<file path="src/rtl/rtc_bus_reader_if.sv">
`default_nettype none
// ============================================================================
// rtc_bus_reader_if : multiplexed address/data strobe bus to the external RTC
// Revision 1.0
// ============================================================================
interface rtc_bus_reader_if;
  logic [7:0] ad_in;
  logic [7:0] ad_out;
  logic       ad_oe;
  logic       cs_n;
  logic       rd_n;
  logic       wr_n;
  logic       a_d;

  modport master (
    input  ad_in,
    output ad_out, ad_oe, cs_n, rd_n, wr_n, a_d
  );

  modport slave (
    output ad_in,
    input  ad_out, ad_oe, cs_n, rd_n, wr_n, a_d
  );
endinterface
`default_nettype wire

</file>
<file path="src/rtl/rtc_bus_reader.sv">
`default_nettype none
// ============================================================================
// rtc_bus_reader : periodically reads nine BCD time registers from the RTC
// Revision 1.0
// ============================================================================
module rtc_bus_reader #(
  parameter int T_PHASE        = 10,
  parameter int REFRESH_CYCLES = 1000000
) (
  input  wire              clk,
  input  wire              rst_n,
  input  wire              read_now,
  rtc_bus_reader_if.master bus,
  output logic             busy,
  output logic             valid,
  output logic [7:0]       dia,
  output logic [7:0]       mes,
  output logic [7:0]       ano,
  output logic [7:0]       horar,
  output logic [7:0]       minr,
  output logic [7:0]       segr,
  output logic [7:0]       horat,
  output logic [7:0]       mint,
  output logic [7:0]       segt
);
  localparam int c_cnt_w  = (T_PHASE > 1) ? $clog2(T_PHASE) : 1;
  localparam int c_idle_w = (REFRESH_CYCLES > 1) ? $clog2(REFRESH_CYCLES) : 1;
  localparam logic [c_cnt_w-1:0]  c_cnt_last  = c_cnt_w'(T_PHASE - 1);
  localparam logic [c_idle_w-1:0] c_idle_last = c_idle_w'(REFRESH_CYCLES - 1);
  localparam logic [3:0]          c_last_idx  = 4'd8;

  typedef enum logic [2:0] {
    S_IDLE   = 3'd0,
    S_ADDR   = 3'd1,
    S_AGAP   = 3'd2,
    S_DATA   = 3'd3,
    S_DGAP   = 3'd4,
    S_COMMIT = 3'd5
  } state_t;

  state_t              r_state;
  state_t              w_next;
  logic [c_cnt_w-1:0]  r_cnt;
  logic [c_idle_w-1:0] r_idle;
  logic [3:0]          r_idx;
  logic                r_pwrup;
  logic [7:0]          r_shadow [0:8];
  logic [7:0]          w_addr;
  logic                w_phase_end;
  logic                w_start;

  assign w_phase_end = (r_cnt == c_cnt_last);
  // r_pwrup forces the first read straight after reset release
  assign w_start     = r_pwrup | read_now | (r_idle == c_idle_last);

  always_comb begin
    w_addr = 8'h00;
    case (r_idx)
      4'd0:    w_addr = 8'h21;
      4'd1:    w_addr = 8'h22;
      4'd2:    w_addr = 8'h23;
      4'd3:    w_addr = 8'h24;
      4'd4:    w_addr = 8'h25;
      4'd5:    w_addr = 8'h26;
      4'd6:    w_addr = 8'h41;
      4'd7:    w_addr = 8'h42;
      4'd8:    w_addr = 8'h43;
      default: w_addr = 8'h00;
    endcase
  end

  always_comb begin
    w_next     = r_state;
    bus.cs_n   = 1'b1;
    bus.rd_n   = 1'b1;
    bus.wr_n   = 1'b1;
    bus.a_d    = 1'b1;
    bus.ad_oe  = 1'b0;
    bus.ad_out = 8'h00;
    busy       = 1'b1;
    valid      = 1'b0;
    case (r_state)
      S_IDLE: begin
        busy = 1'b0;
        if (w_start) w_next = S_ADDR;
      end
      S_ADDR: begin
        bus.cs_n   = 1'b0;
        bus.a_d    = 1'b0;
        bus.wr_n   = 1'b0;
        bus.ad_oe  = 1'b1;
        bus.ad_out = w_addr;
        if (w_phase_end) w_next = S_AGAP;
      end
      S_AGAP: begin
        // keep driving the address after cs_n rises for RTC hold time
        bus.a_d    = 1'b0;
        bus.ad_oe  = 1'b1;
        bus.ad_out = w_addr;
        if (w_phase_end) w_next = S_DATA;
      end
      S_DATA: begin
        bus.cs_n = 1'b0;
        bus.rd_n = 1'b0;
        if (w_phase_end) w_next = S_DGAP;
      end
      S_DGAP: begin
        if (w_phase_end) w_next = (r_idx == c_last_idx) ? S_COMMIT : S_ADDR;
      end
      S_COMMIT: begin
        valid  = 1'b1;
        w_next = S_IDLE;
      end
      default: w_next = S_IDLE;
    endcase
  end

  always_ff @(posedge clk or negedge rst_n) begin
    if (!rst_n) begin
      r_state <= S_IDLE;
      r_cnt   <= '0;
      r_idle  <= '0;
      r_idx   <= 4'd0;
      r_pwrup <= 1'b1;
      for (int i = 0; i < 9; i++) r_shadow[i] <= 8'h00;
      dia   <= 8'h00;
      mes   <= 8'h00;
      ano   <= 8'h00;
      horar <= 8'h00;
      minr  <= 8'h00;
      segr  <= 8'h00;
      horat <= 8'h00;
      mint  <= 8'h00;
      segt  <= 8'h00;
    end else begin
      r_state <= w_next;

      if (r_state == S_IDLE || r_state == S_COMMIT || w_phase_end) r_cnt <= '0;
      else r_cnt <= r_cnt + 1'b1;

      if (r_state == S_IDLE) begin
        r_idle <= w_start ? '0 : r_idle + 1'b1;
        if (w_start) r_pwrup <= 1'b0;
      end

      if (r_state == S_DATA && w_phase_end) r_shadow[r_idx] <= bus.ad_in;

      if (r_state == S_DGAP && w_phase_end && r_idx != c_last_idx) r_idx <= r_idx + 4'd1;
      else if (r_state == S_COMMIT) r_idx <= 4'd0;

      // load on the edge into COMMIT so new data is visible alongside valid
      if (r_state == S_DGAP && w_next == S_COMMIT) begin
        segr  <= r_shadow[0];
        minr  <= r_shadow[1];
        horar <= r_shadow[2];
        dia   <= r_shadow[3];
        mes   <= r_shadow[4];
        ano   <= r_shadow[5];
        segt  <= r_shadow[6];
        mint  <= r_shadow[7];
        horat <= r_shadow[8];
      end
    end
  end
endmodule
`default_nettype wire

</file>
<file path="src/flat_wrapper.sv">
// flat-port wrapper written by rule: the top's interface ports become plain ports
module rtc_bus_reader_flat 
#(
  parameter int T_PHASE        = 10,
  parameter int REFRESH_CYCLES = 1000000
)
  (clk, rst_n, read_now, busy, valid, dia, mes, ano, horar, minr, segr, horat, mint, segt, bus_ad_in, bus_ad_out, bus_ad_oe, bus_cs_n, bus_rd_n, bus_wr_n, bus_a_d);
  rtc_bus_reader_if bus_i ();
  input  wire clk;
  input  wire rst_n;
  input  wire read_now;
  output logic busy;
  output logic valid;
  output logic [7:0] dia;
  output logic [7:0] mes;
  output logic [7:0] ano;
  output logic [7:0] horar;
  output logic [7:0] minr;
  output logic [7:0] segr;
  output logic [7:0] horat;
  output logic [7:0] mint;
  output logic [7:0] segt;
  input wire logic [$bits(bus_i.ad_in)-1:0] bus_ad_in;
  output wire logic [$bits(bus_i.ad_out)-1:0] bus_ad_out;
  output wire logic [$bits(bus_i.ad_oe)-1:0] bus_ad_oe;
  output wire logic [$bits(bus_i.cs_n)-1:0] bus_cs_n;
  output wire logic [$bits(bus_i.rd_n)-1:0] bus_rd_n;
  output wire logic [$bits(bus_i.wr_n)-1:0] bus_wr_n;
  output wire logic [$bits(bus_i.a_d)-1:0] bus_a_d;
  assign bus_i.ad_in = bus_ad_in;
  assign bus_ad_out = bus_i.ad_out;
  assign bus_ad_oe = bus_i.ad_oe;
  assign bus_cs_n = bus_i.cs_n;
  assign bus_rd_n = bus_i.rd_n;
  assign bus_wr_n = bus_i.wr_n;
  assign bus_a_d = bus_i.a_d;
  rtc_bus_reader #(.T_PHASE(T_PHASE), .REFRESH_CYCLES(REFRESH_CYCLES)) u_core (.clk(clk), .rst_n(rst_n), .read_now(read_now), .bus(bus_i), .busy(busy), .valid(valid), .dia(dia), .mes(mes), .ano(ano), .horar(horar), .minr(minr), .segr(segr), .horat(horat), .mint(mint), .segt(segt));
endmodule
</file>
<file path="config.mk">
export PLATFORM = sky130hd
export DESIGN_NAME = rtc_bus_reader_flat
export DESIGN_NICKNAME = d
export VERILOG_FILES = /design/src/rtl/rtc_bus_reader_if.sv /design/src/rtl/rtc_bus_reader.sv /design/src/flat_wrapper.sv
export SDC_FILE = /design/constraint.sdc
export NUM_CORES = 1
export LEC_CHECK = 0
export CORE_MARGIN = 5
export CORE_UTILIZATION = 24
export DETAILED_ROUTE_END_ITERATION = 10
export SLEW_MARGIN = 40
export SYNTH_ARGS = -nofsm -noshare
export SYNTH_HDL_FRONTEND = slang
export SYNTH_SLANG_ARGS = --single-unit
</file>
<file path="constraint.sdc">
create_clock -name clk -period 2.1 [get_ports clk]
set_input_delay 0.315 -clock clk [delete_from_list [all_inputs] [get_ports clk]]
set_output_delay 0.315 -clock clk [all_outputs]
set_load 0.02 [all_outputs]
</file>
==> flow_summary.yaml, run 1 <==
timing:
  finalClockSkew_ns: 0.0127
  worst_slew_pin_slew_ns: 0.560
  hold_violations: 0
  slew_headroom: 0.626
  setup_violations: 0
  worst_slack_ns: 0.0269
  period_share: 0.987
  drv_slew: 0
  fin_crit_ns: 2.07
  fmax_mhz: 482
synth:
  syn_area_per_cell_um2: 14.0
  netlist_top_cells_count: "dfrtp_1, mux2_2, nand2_1, clkbuf_1, a21oi_1"
  synth_warnings: 0
  synth-seq-cells: 176
  async_flop_share: 1.00
  synth-seq-area-share: 0.609
  synth_cell_types: 51
  synth_area_leader_cell: "dfrtp_1"
  synth_area_leaders: "dfrtp_1, mux2_2, ha_1, xnor2_1, nand2_1"
  postSynthCellCount: 516
  synth_edf_count: 0
  synthMostInstantiatedCell: "dfrtp_1"
  syn_area_mm2: 0.00723
  synth_top_area_share: 0.606
  synth-main-ff-cell: "dfrtp_1"
worst_setup_path:
  critPathCaptureType: "register"
  r2r_end: "u_core.r_idle[13]"
  r2r_cells: 5
  rrSetupSlack_ns: 0.03
  cp.required_ns: 2.38
  arrival_ns: 2.36
  crit_type: "register to register"
  critPathLaunchType: "register"
  critPathMaxFanout: 9
  r2r-start: "u_core.r_idle[8]"
final_layout:
  layout-drive-gt1-share: 0.379
  instances_no_fill: 1057
  area.growth.synth_to_final_pct: 34.4
  postLayoutCoreUtil: 0.327
  reg_top3: "u_core.r_shadow (72), u_core.r_idle (20)"
  top_register: "u_core.r_shadow"
  num_antenna_cells: 0
  largest_reg_flops: 72
  nets: 673
die:
  start_util: 0.243
  dieWidth_um: 184
  die_area_mm2: 0.0337
  ios: 98
  core_area_mm2: 0.0297
  row_count: 63
  die_h_um: 184
route:
  drt_wl_total_um: 17100
  drtPass1Iterations: 4
  drc_errors: 0
  vias: 4529
  wl_per_cell_um: 16.2
  drt-initial-drc-count: 159
  via_per_inst: 4.28
  drtAntennaViolNets: 0
clock_network:
  cts_max_level: 4
  cts_buffers: 17
  cts_num_sinks: 176
  root_buffer: "clkbuf_16"
  clk_path_buf_depth: 2
  cts_tree: "yes"
  clk_latency_ns: 0.43
  clkSlewWorstSetupHoldPaths_ns: 0.08
grt:
  grt-ovfl-total: 0
  grt_first_pass_wirelength_um: 27900
  grt_pass1_vias: 4758
  antenna_found_initial: 1
  track_usage: 0.106
  grt_start_max_net_pins: 56
placed_design:
  pre_cts_ws_ns: 0.0266
  io_buffers: 94
  gp_congestion: 0.753
  dp_hpwl_um: 11600
  placed_cells: 1021
worst_hold_path:
  hp-class: "input port to async pin"
run:
  drv_cap: 0
status:
  outcome: "finished, final reports clean"
power:
  ir_drop_mv: 0.398
  power_density_mw_per_mm2: 884
  p_leak_uw: 0.00434
==> layout make-up <==
type,count,area [µm²]
well taps,390,488
clock buffers,17,425
inverters,10,37.5
repair buffers,141,1450
clock inverters,14,150
fillers,2946,20000
multi-input cells,309,2760
flip-flops and latches,176,4410
==> kinds of logic (layout without fill, tap and decap cells) <==
logic type / count (synthesis) / after routing / synth area share
other: 1 / 3 / 0.000519
AO/OA/AOI/OAI: 47 / 47 / 0.0395
adder cells (fa/ha/maj): 7 / 7 / 0.0121
XOR/XNOR: 12 / 12 / 0.0145
flip-flops: 176 / 176 / 0.609
AND/OR/NAND/NOR: 95 / 95 / 0.0772
multiplexers: 145 / 145 / 0.226
buffers and inverters: 33 / 182 / 0.0209
==> layer usage <==
metal | vias up | GRT usage | share of wire
li1 | 2130 | - | -
met1 | 2321 | 0.144 | 0.47
met2 | 62 | 0.170 | 0.48
met3 | 16 | 0.0230 | 0.029
met4 | 0 | 0.0316 | 0.015
met5 | - | 0 | 0
==> per-stage QoR <==
step | hold WS [ns] | area, µm² | setup TNS [ns] | total power [µW]
final | 0.385 | 9710 | 0 | 8590
after floorplan | 0.0194 | 7240 | 0 | 4850
after detailed placement | 0.291 | 9050 | 0 | 5500
after CTS | 0.392 | 9640 | 0 | 8690
after global placement | 0.284 | 9050 | 0 | 5460
after global routing | 0.424 | 9710 | -0.353 | 9060
==> cell usage in the layout, fill, tap and decap left out, types with 6 or more instances in the layout <==
cell type / Yosys / layout
nand4_1: 9 / 9
dfrtp_1: 175 / 172
mux2_2: 140 / 140
nand3_1: 13 / 11
inv_1: 9 / 7
dlygate4sd2_1: 0 / 6
buf_4: 5 / 32
a21oi_1: 14 / 12
nand2_1: 20 / 20
o21ai_0: 10 / 9
buf_12: 0 / 13
nor2_1: 9 / 8
clkdlybuf4s50_1: 0 / 81
ha_1: 7 / 6
clkbuf_16: 0 / 17
xnor2_1: 9 / 9
nor4_1: 6 / 6
==> worst max-delay path: stages (launching register included) <==
cell,delay [ns]
dfrtp_1,0.38
or4b_1,0.53
or4_4,0.54
o21ai_2,0.21
buf_6,0.18
a22oi_1,0.10
==> how the worst max path moves through the flow <==
stage / start / endpoint / slack (ns) / depth (start not counted)
CTS: u_core.r_state[1] / busy / 0.008 / 5
finish: u_core.r_idle[8] / u_core.r_idle[13] / 0.03 / 5
global placement: u_core.r_idle[8] / u_core.r_idle[2] / 0.06 / 5
floorplan: u_core.r_idle[6] / u_core.r_idle[16] / 0.09 / 6
global route: u_core.r_idle[8] / u_core.r_idle[15] / -0.05 / 5
detailed placement: u_core.r_state[0] / u_core.r_idle[14] / 0.03 / 6
==> power breakdown <==
part / internal, µW / switching (µW)
Clock: 1680 / 1480
Combinational: 655 / 724
Sequential: 3740 / 307
Total: 6080 / 2510
==> what timing repair did <==
| item | 4_1_cts | 5_1_grt |
|---|---|---|
| hold buffers | 1 | 0 |
| resized for setup | 24 | 26 |
| pin swaps | 0 | 5 |
| buffers inserted | 1 | 3 |
| endpoints found under the hold margin | 44 | 0 |
| endpoints found under the setup margin | 12 | 25 |
Power figures use the tool's default switching activity.
==> inputs of run 2 (changes only) <==
Settings changed: CORE_UTILIZATION 24 to 49, PLACE_DENSITY set to 0.75.
==> flow_summary.yaml, run 2 (synthesis gave the netlist of run 1 again) <==
power:
  power.share.combinational: 0.156
  p_leak_uw: 0.00419
  power.share.clock: 0.362
  internal_power_uw: 6170
  ir_drop_mv: 0.493
  p_switching_uw: 2320
  finalPower_uw: 8490
  pwr-share-seq: 0.482
  power_density_mw_per_mm2: 919
  switching_share: 0.274
route:
  drtAntennaViolNets: 0
  via_per_inst: 5.51
  vias: 4604
  drt-initial-drc-count: 338
  wl_per_cell_um: 18.9
  drc_errors: 0
  drt_wl_total_um: 15800
  drtPass1Iterations: 4
die:
  start_util: 0.499
  dieWidth_um: 131
  ios: 98
  row_count: 44
  die_h_um: 131
  die_area_mm2: 0.0173
  core_area_mm2: 0.0145
worst_setup_path:
  path_delay_family: "compound AO/OA/AOI/OAI gates"
  crit_chain: "nor2b_2 > o21bai_2 > a211oi_2 > o21a_1 > clkdlybuf4s15_2"
  arrival_ns: 1.78
  cp.required_ns: 1.78
  critPathCaptureType: "output pin"
  crit_type: "register to output pin"
  critPathMaxFanout: 5
  worst_path_largest_cell_delay_ns: 0.43
  critPathLaunchType: "register"
  rrSetupSlack_ns: 0.09
  r2r_end: "u_core.r_idle[15]"
  r2r-start: "u_core.r_idle[8]"
  slowest_stage: "dfrtp_2"
  r2r_cells: 5
  crit_buf_inv: 1
timing:
  setup_violations: 0
  rsz0062_at_grt: "yes"
  fin_crit_ns: 2.10
  hold_violations: 0
  slew_headroom: 0.643
  hold-worst-slack_ns: 0.400
  finalClockSkew_ns: 0.00793
  worst_slew_pin_slew_ns: 0.534
  drv_slew: 0
  fmax_mhz: 477
  period_share: 0.998
  worst_slack_ns: 0.00381
placed_design:
  place_area_mm2: 0.00859
  io_buffers: 94
  placed_cells: 800
  pre_cts_ws_ns: -0.0229
  dp_hpwl_um: 10900
  gp_congestion: 0.846
grt:
  track_usage: 0.190
  antenna_found_initial: 0
  grt_start_max_net_pins: 54
  grt_pass1_vias: 4914
  grt-ovfl-total: 0
  grt_first_pass_wirelength_um: 26400
final_layout:
  reg_top3: "u_core.r_shadow (72), u_core.r_idle (20)"
  final_common_cell: "dfrtp_1"
  layout-drive-gt1-share: 0.352
  area.growth.synth_to_final_pct: 27.7
  largest_reg_flops: 72
  num_antenna_cells: 0
  instances_no_fill: 835
  top_register: "u_core.r_shadow"
  final_area_mm2: 0.00923
  final_cell_mix: "dfrtp_1, mux2_2, clkdlybuf4s50_1"
  nets: 656
worst_hold_path:
  hp-class: "input port to async pin"
clock_network:
  cts_max_level: 4
  root_buffer: "clkbuf_16"
  cts_num_sinks: 176
  clk_path_buf_depth: 2
  cts_tree: "yes"
  clk_latency_ns: 0.42
  clkSlewWorstSetupHoldPaths_ns: 0.06
  cts_buffers: 17
run:
  drv_cap: 0
status:
  outcome: "finished, final reports clean"
run 2: routing by layer:
layer | wire, µm | track usage | vias up
met3 | 865 | 0.0539 | 20
met5 | 0 | 0 | -
met4 | 255 | 0.0703 | 0
li1 | - | - | 2099
met1 | 6710 | 0.246 | 2365
met2 | 7960 | 0.306 | 120
run 2: per-stage QoR:
stage / setup TNS [ns] / util
3_3_place_gp: 0 / 0.593
4_1_cts: -0.0303 / 0.635
3_5_place_dp: -0.0229 / 0.593
6_report: 0 / 0.638
2_1_floorplan: 0 / -
5_1_grt: -0.761 / 0.638
run 2: layout make-up:
type | instances | area (µm²)
repair buffers | 124 | 1240
inverters | 10 | 37.5
fillers | 1078 | 5250
multi-input cells | 309 | 2740
flip-flops and latches | 176 | 4410
clock buffers | 20 | 447
clock inverters | 12 | 131
well taps | 184 | 230
run 2: worst max-delay path by stage:
stage	from	end	slack (ns)	cells past startpoint
final	u_core.r_state[1]	bus_ad_out[2]	0.004	5
after global routing	u_core.r_state[1]	u_core.r_shadow[32]	-0.07	5
after CTS	u_core.r_state[1]	bus_ad_out[2]	-0.03	5
after detailed placement	u_core.r_state[0]	bus_ad_out[2]	-0.02	5
after global placement	u_core.r_idle[8]	u_core.r_idle[15]	0.06	5
after floorplan	u_core.r_idle[6]	u_core.r_idle[16]	0.09	6
run 2: what timing repair did:
action	in CTS	in global routing
hold buffers	1	0
endpoints found under the hold margin	50	0
setup endpoints to repair	11	50
buffers inserted	2	0
gates resized for setup	32	10
pin swaps	1	2
run 2: power by group through the flow:
| stage | registers, µW | clock network, µW | logic [µW] |
|---|---|---|---|
| after floorplan | 4040 | 0 | 819 |
| after global placement | 4090 | 0 | 1280 |
| after detailed placement | 4130 | 0 | 1330 |
| after CTS | 4080 | 3140 | 1330 |
| after global routing | 4140 | 3270 | 1470 |
| final | 4090 | 3070 | 1330 |
